File: config.mk
export PLATFORM = sky130hd
export DESIGN_NAME = uart_rx
export DESIGN_NICKNAME = d
export VERILOG_FILES = /design/src/rtl/uart_rx.sv
export SDC_FILE = /design/constraint.sdc
export NUM_CORES = 1
export LEC_CHECK = 0
export BUFFER_PORTS_ARGS = -buffer_cell sky130_fd_sc_hd__clkbuf_2
export CAP_MARGIN = 20
export CELL_PAD_IN_SITES_DETAIL_PLACEMENT = 1
export CELL_PAD_IN_SITES_GLOBAL_PLACEMENT = 1
export CORE_AREA = 5 5 74 76
export CTS_CLUSTER_DIAMETER = 80
export DETAILED_ROUTE_END_ITERATION = 12
export DIE_AREA = 0 0 79 81
export GPL_TIMING_DRIVEN = 0
export PLACE_DENSITY = 0.73
export SLEW_MARGIN = 40
export SYNTH_ARGS = -nofsm -noshare
export SYNTH_HDL_FRONTEND = slang
export SYNTH_SLANG_ARGS = --single-unit
File: constraint.sdc
create_clock -name i_Clock -period 4.87 [get_ports i_Clock]
set_clock_uncertainty 0.05 [all_clocks]
set_input_delay 0.487 -clock i_Clock [delete_from_list [all_inputs] [get_ports i_Clock]]
set_output_delay 0.487 -clock i_Clock [all_outputs]
set_load 0.01 [all_outputs]
File: src/rtl/uart_rx.sv
// 8N1 UART receiver with a one-byte holding register,
// read handshake, framing-error and overrun pulses.
module uart_rx #(
  parameter int CLKS_PER_BIT = 234
) (
  input  logic       i_Clock,
  input  logic       i_Rst_n,
  input  logic       i_Rx_Serial,
  input  logic       i_Rx_Read,
  output logic [7:0] o_Rx_Byte,
  output logic       o_Rx_DV,
  output logic       o_Rx_Ready,
  output logic       o_Frame_Err,
  output logic       o_Overrun,
  output logic       o_Rx_Active
);

  localparam int CW = $clog2(CLKS_PER_BIT);
  localparam logic [CW-1:0] HALF = CW'((CLKS_PER_BIT - 1) / 2);
  localparam logic [CW-1:0] LAST = CW'(CLKS_PER_BIT - 1);

  typedef enum logic [2:0] {
    IDLE    = 3'd0,
    START   = 3'd1,
    DATA    = 3'd2,
    STOP    = 3'd3,
    CLEANUP = 3'd4
  } state_t;

  state_t          state_q, state_d;
  logic [CW-1:0]   cnt_q, cnt_d;
  logic [2:0]      idx_q, idx_d;
  logic [7:0]      shift_q, shift_d;
  logic [7:0]      byte_q, byte_d;
  logic            ready_q, ready_d;
  logic            active_q, active_d;
  logic            dv_q, dv_d;
  logic            ferr_q, ferr_d;
  logic            ovr_q, ovr_d;
  logic            rx_meta_q, rx_s_q;

  // Line idles high, so the synchronizer resets to 1.
  always_ff @(posedge i_Clock or negedge i_Rst_n) begin
    if (!i_Rst_n) begin
      rx_meta_q <= 1'b1;
      rx_s_q    <= 1'b1;
    end else begin
      rx_meta_q <= i_Rx_Serial;
      rx_s_q    <= rx_meta_q;
    end
  end

  always_ff @(posedge i_Clock or negedge i_Rst_n) begin
    if (!i_Rst_n) begin
      state_q  <= IDLE;
      cnt_q    <= '0;
      idx_q    <= '0;
      shift_q  <= '0;
      byte_q   <= '0;
      ready_q  <= 1'b0;
      active_q <= 1'b0;
      dv_q     <= 1'b0;
      ferr_q   <= 1'b0;
      ovr_q    <= 1'b0;
    end else begin
      state_q  <= state_d;
      cnt_q    <= cnt_d;
      idx_q    <= idx_d;
      shift_q  <= shift_d;
      byte_q   <= byte_d;
      ready_q  <= ready_d;
      active_q <= active_d;
      dv_q     <= dv_d;
      ferr_q   <= ferr_d;
      ovr_q    <= ovr_d;
    end
  end

  always_comb begin
    state_d  = state_q;
    cnt_d    = cnt_q;
    idx_d    = idx_q;
    shift_d  = shift_q;
    byte_d   = byte_q;
    ready_d  = ready_q;
    active_d = active_q;
    dv_d     = 1'b0;
    ferr_d   = 1'b0;
    ovr_d    = 1'b0;

    if (i_Rx_Read && ready_q)
      ready_d = 1'b0;

    case (state_q)
      IDLE: begin
        cnt_d    = '0;
        idx_d    = '0;
        active_d = 1'b0;
        if (!rx_s_q) begin
          state_d  = START;
          active_d = 1'b1;
        end
      end
      START: begin
        if (cnt_q == HALF) begin
          cnt_d = '0;
          if (!rx_s_q) begin
            state_d = DATA;
          end else begin
            state_d  = IDLE;
            active_d = 1'b0;
          end
        end else begin
          cnt_d = cnt_q + 1'b1;
        end
      end
      DATA: begin
        if (cnt_q == LAST) begin
          cnt_d          = '0;
          shift_d[idx_q] = rx_s_q;
          if (idx_q == 3'd7)
            state_d = STOP;
          else
            idx_d = idx_q + 1'b1;
        end else begin
          cnt_d = cnt_q + 1'b1;
        end
      end
      STOP: begin
        if (cnt_q == LAST) begin
          cnt_d   = '0;
          state_d = CLEANUP;
          // A same-cycle read frees the slot for the new byte.
          if (rx_s_q) begin
            byte_d  = shift_q;
            dv_d    = 1'b1;
            ovr_d   = ready_q && !i_Rx_Read;
            ready_d = 1'b1;
          end else begin
            ferr_d = 1'b1;
          end
        end else begin
          cnt_d = cnt_q + 1'b1;
        end
      end
      CLEANUP: begin
        state_d  = IDLE;
        active_d = 1'b0;
      end
      default: begin
        state_d  = IDLE;
        cnt_d    = '0;
        idx_d    = '0;
        active_d = 1'b0;
      end
    endcase
  end

  assign o_Rx_Byte   = byte_q;
  assign o_Rx_DV     = dv_q;
  assign o_Rx_Ready  = ready_q;
  assign o_Frame_Err = ferr_q;
  assign o_Overrun   = ovr_q;
  assign o_Rx_Active = active_q;

endmodule
### Word level (Yosys, flattened, before mapping)

Cells that the tools add are included.

| operators by class | value |
|---|---|
| $mul | 0 |
| reductions and logical operators | 12 |
| shift operators | 0 |
| multiplexer cells | 32 |
| magnitude comparators | 2 |
| add/subtract/negate cells | 2 |
| div/mod/pow operators | 0 |
| eq/ne operators | 14 |
| bitwise gates (word level) | 2 |

Operators with widths:

| cell | number |
|---|---|
| $pmux 8 s3 | 1 |
| $mux 3 | 7 |
| $mux 1 | 16 |
| $mux 8 | 2 |
| $ne 2x2->1 const B | 7 |
| $pmux 3 s4 | 1 |
| $reduce_and 3->1 | 3 |
| $add 8x1->8 const B | 1 |
| $bwmux 8 | 1 |
| $eq 8x7->1 const B | 1 |
| $eq 8x8->1 const B | 1 |
| $eq 3x2->1 const B | 2 |
| $eq 3x3->1 const B | 2 |
| $pmux 3 s2 | 1 |
| $reduce_and 5->1 | 1 |
| $lt 3x4->1 const B | 1 |
| $add 3x1->3 const B | 1 |
| $demux 1 s3 | 1 |
| $eq 3x1->1 const B | 1 |
| $ge 3x1->1 const B | 1 |
| $logic_and 1x1->1 | 3 |
| $logic_not 3->1 | 1 |
| $pmux 1 s3 | 1 |
| $reduce_or 3->1 | 1 |
| 5 further kinds | 6 |

| word-level totals | value |
|---|---|
| bits in latches | 0 |
| register bits after elaboration | 37 |
| memories kept | 0 |
| RAM bits | 0 |
| bits in read-only memories | 0 |

### Depth between registers and ports, before layout

| logic depth | value |
|---|---|
| word-level depth | 5 |
| gate-level depth with buffers | 7 |
| mapped depth without buffers | 6 |

### Worst setup path before layout

Ideal clock, no wire load.

| timing | value |
|---|---|
| path kind | reg-to-reg |
| from | register cnt_q[1] |
| to | register shift_q[3] |
| required time | 4.695 ns |
| arrival | 1.543 ns |
| path slack | 3.152 ns |
| stages on the path, launching flop included | 8 |
| buffers on the path | 1 |
| period minus slack after synthesis | 1.718 ns |
| path through | dfrtp_1 -> inv_1 -> ha_1 -> and3b_1 -> buf_4 -> nand3_1 -> nor3_1 -> mux2_2 |

| between the ends | value |
|---|---|
| cells in the longest elaborated chain, start to end | 2 |

Ends and longest elaborated chain:

| what | RTL line | text |
|---|---|---|
| from (decl) | 31 | `logic [CW-1:0] cnt_q, cnt_d;` |
| from (signal assigned) | 67 | `cnt_q <= cnt_d;` |
| $eq 8x8->1 | 118 | `if (cnt_q == LAST) begin` |
| $reduce_and 2->1 (no line) | n/a |  |
| to (signal assigned) | 69 | `shift_q <= shift_d;` |
| to (decl) | 33 | `logic [7:0] shift_q, shift_d;` |

No other way between the ends.
A chain may end at the register's enable or synchronous reset.

### Final worst setup path

| timing | value |
|---|---|
| from | register rx_s_q |
| to | register byte_q[3], in the netlist o_Rx_Byte[3] |

| between the ends | value |
|---|---|
| cells in the longest elaborated chain, start to end | 1 |

Ends and longest elaborated chain:

| what | RTL line | text |
|---|---|---|
| from (decl) | 40 | `logic rx_meta_q, rx_s_q;` |
| from (signal assigned) | 49 | `rx_s_q <= rx_meta_q;` |
| $reduce_and 3->1 (no line) | n/a |  |
| to (signal assigned) | 70 | `byte_q <= byte_d;` |
| to (decl) | 34 | `logic [7:0] byte_q, byte_d;` |

No other way between the ends.

==> impl_metrics.json <==
{
  "ys_seq_elements": 37,
  "worst_slack_ns": 2.940,
  "final_common_cell": "dfrtp_1",
  "holdCritPathClass": "in2async",
  "syn_avg_cell_area_um2": 11.05,
  "worst_slew_pin_slew_ns": 0.5112,
  "status": "completed",
  "critPathKind": "reg2reg",
  "drive_above_1_share": 0.2947,
  "worst-path-max-fanout": 9,
  "dieHeight_um": 81,
  "swShare": 0.2064,
  "grt_pass1_vias": 1544,
  "synth_top_family_by_area": "simple AND/OR/NAND/NOR gates",
  "slew_headroom": 0.6585,
  "synthCells": 166,
  "ios": 17,
  "htree_levels": 2,
  "hold_violations": 0,
  "grt_first_pass_wirelength_um": 7107,
  "fin_crit_sh": 0.3963,
  "avgRoutedWirePerCell_um": 16.36,
  "insertion_delay_ns": 0.29,
  "p_per_area_nw_per_um2": 278.1,
  "clk_pin_slew_ns": 0.08,
  "clockBufferDepth": 2,
  "rrSetupSlack_ns": 2.94,
  "fin_nets": 198,
  "cp-end-kind": "flip-flop",
  "setup_viol": 0,
  "pwr-share-seq": 0.529,
  "grt_max_degree": 38,
  "syn_nets": 175,
  "insertedDiodeCount": 0,
  "io_buffers": 16,
  "layout_min_cycle_time_ns": 1.930,
  "rows": 25,
  "timing.fmax_mhz": 518.1,
  "start_util": 0.3936,
  "dp_slack_ns": 2.950,
  "grt-ovfl-total": 0,
  "synth_compound_area_frac": 0.1296,
  "tritoncts": "done",
  "dpl.hpwl_um": 2859,
  "critPathRequiredTime_ns": 4.99,
  "power_frac_clock": 0.455,
  "synth_fa_ha_area_frac": 0.03411,
  "drtIter0Drc": 111,
  "slew_viol_final": 0,
  "cts_setup_buffers": 0,
  "fin_tns_setup_ns": 0,
  "cts-root-buf": "clkbuf_8",
  "startpoint_type": "flip-flop",
  "internal_power_w": 0.0004634,
  "antenna_left": 0,
  "final_core_util": 0.4505,
  "synthSimpleGateAreaFrac": 0.1958,
  "fp.dieArea_um2": 6399,
  "clkSinkCount": 37,
  "cts_buffers": 5,
  "ys_warn_count": 0,
  "p_comb_frac": 0.017,
  "viasPerCell": 5.557,
  "drc": 0,
  "final_cell_mix": "dfrtp_1, nand2_1, mux2_2, clkbuf_2, o21ai_0",
  "ys_types": 43,
  "wl_um": 3991,
  "vias": 1356,
  "synthMuxAreaShare": 0.09209,
  "die_w_um": 79,
  "hold_ws_ns": 0.1356,
  "power.switching_w": 0.0001205,
  "hold_buffers": 0,
  "mappedNetlistArea_um2": 1834,
  "power_leakage_nw": 1.001,
  "syn_to_final_growth_pct": 14.46,
  "rsz0062_at_grt": "no",
  "synthXorXnorAreaFrac": 0.004775,
  "critPathArrivalTime_ns": 2.05,
  "gp_congestion": 0.8182,
  "yosysSeqAreaShare": 0.5061,
  "drtPass1Iterations": 2,
  "antenna_found_initial": 0,
  "coreArea_um2": 4661,
  "drv_cap": 0,
  "post_cts_resized": 0,
  "vdd_ir_drop_max_v": 0.0002300,
  "track_usage": 0.1429
}
[worst max-delay path, cell delays in order, from the launching register on]
cell      delay [ns]
dfstp_2         0.52
clkbuf_1        0.31
nand3_1         0.24
nor2_4          0.31
mux2_2          0.38
[registers in the layout (all words and copies together), names as in the netlist, 3 cells and up]
| register | flops |
|---|---|
| cnt_q | 8 |
| shift_q | 8 |
| idx_q | 3 |
| o_Rx_Byte | 8 |
| state_q | 3 |
[power groups by stage]
| stage | registers (W) | clock network [W] | logic, W |
|---|---|---|---|
| finish | 0.000309 | 0.000266 | 0.00000964 |
| global route | 0.000309 | 0.000285 | 0.0000116 |
| CTS | 0.000309 | 0.000274 | 0.0000102 |
| detailed placement | 0.000315 | 0 | 0.0000102 |
| global placement | 0.000315 | 0 | 0.00000970 |
| floorplan | 0.000315 | 0 | 0.00000180 |
[final cells by class]
class,instances,area [µm²]
buffer,7,50.05
clock buffer,5,68.82
clock inverter,3,46.29
fill,527,2561
inverter,5,18.77
multi-input combinational,117,837.1
sequential,37,928.4
tap,54,67.56
timing repair buffer,16,82.58
[per-stage QoR]
stage / power, W / cells / area [µm²]
6_report: 0.0005840 / 244 / 2100
5_1_grt: 0.0006054 / 244 / 2100
4_1_cts: 0.0005927 / 244 / 2100
3_5_place_dp: 0.0003249 / 236 / 1984
3_3_place_gp: 0.0003243 / 236 / 1982
2_1_floorplan: 0.0003165 / 166 / 1834
[cells in the mapped netlist]
| master | number | share of area |
|---|---|---|
| ha_1 | 5 | 0.034 |
| nand3b_1 | 1 | 0.0041 |
| nor4_1 | 4 | 0.014 |
| xnor2_1 | 1 | 0.0048 |
| a22oi_1 | 1 | 0.0041 |
| nor2_4 | 1 | 0.0061 |
| buf_4 | 2 | 0.0082 |
| o311ai_0 | 1 | 0.0048 |
| o21ai_0 | 11 | 0.030 |
| buf_2 | 1 | 0.0027 |
| o211ai_1 | 3 | 0.012 |
| nand2_4 | 1 | 0.0061 |
| nor2_2 | 1 | 0.0034 |
| nand2_1 | 17 | 0.035 |
| buf_6 | 2 | 0.012 |
| mux2_2 | 15 | 0.092 |
| a21oi_2 | 1 | 0.0048 |
| or3b_2 | 1 | 0.0048 |
| and3b_1 | 1 | 0.0048 |
| clkbuf_1 | 2 | 0.0041 |
| a21boi_0 | 1 | 0.0041 |
| and4b_1 | 2 | 0.011 |
| o31ai_1 | 2 | 0.0082 |
| nor3b_1 | 4 | 0.016 |
| inv_1 | 5 | 0.010 |
| nand2b_1 | 1 | 0.0034 |
| nand3b_4 | 1 | 0.011 |
| o22ai_1 | 3 | 0.010 |
| a21oi_4 | 1 | 0.0089 |
| o31a_1 | 1 | 0.0048 |
| nor3_1 | 8 | 0.022 |
| a21oi_1 | 4 | 0.011 |
| and4_2 | 1 | 0.0055 |
| nor2b_1 | 3 | 0.010 |
| a32o_1 | 2 | 0.011 |
| nand3_1 | 8 | 0.022 |
| nor2_1 | 6 | 0.012 |
| and2_4 | 1 | 0.0048 |
| a2111oi_2 | 1 | 0.0082 |
| dfrtp_1 | 35 | 0.48 |
| o21ai_1 | 1 | 0.0027 |
| dfstp_2 | 2 | 0.029 |
| a211o_1 | 1 | 0.0048 |
[logic make-up (layout without fill, tap and decap cells)]
family          Yosys count  count (layout)
compound gates           34              34
mux                      15              15
buf+inv                  12              36
xor+xnor                  1               1
simple gates             62              62
fa+ha+maj                 5               5
flops                    37              37
[final timing paths]
| path | startpoint | to | cells past startpoint |
|---|---|---|---|
| worst max register to register | rx_s_q | o_Rx_Byte[3] | 4 |
| worst min-delay path | i_Rst_n | cnt_q[6] | 1 |
| worst min register to register | rx_meta_q | rx_s_q | 0 |
| min in group i_Clock | i_Rx_Serial | rx_meta_q | 1 |
| max in group asynchronous | i_Rst_n | rx_meta_q | 1 |
| worst max-delay path | rx_s_q | o_Rx_Byte[3] | 4 |
[layer usage]
metal  wire length (µm)  global-route usage
met5                  0                   0
met4                 68             0.06357
met3                139             0.03659
met2               1987              0.2399
met1               1795              0.1734
(Power assumes the default switching activity.)
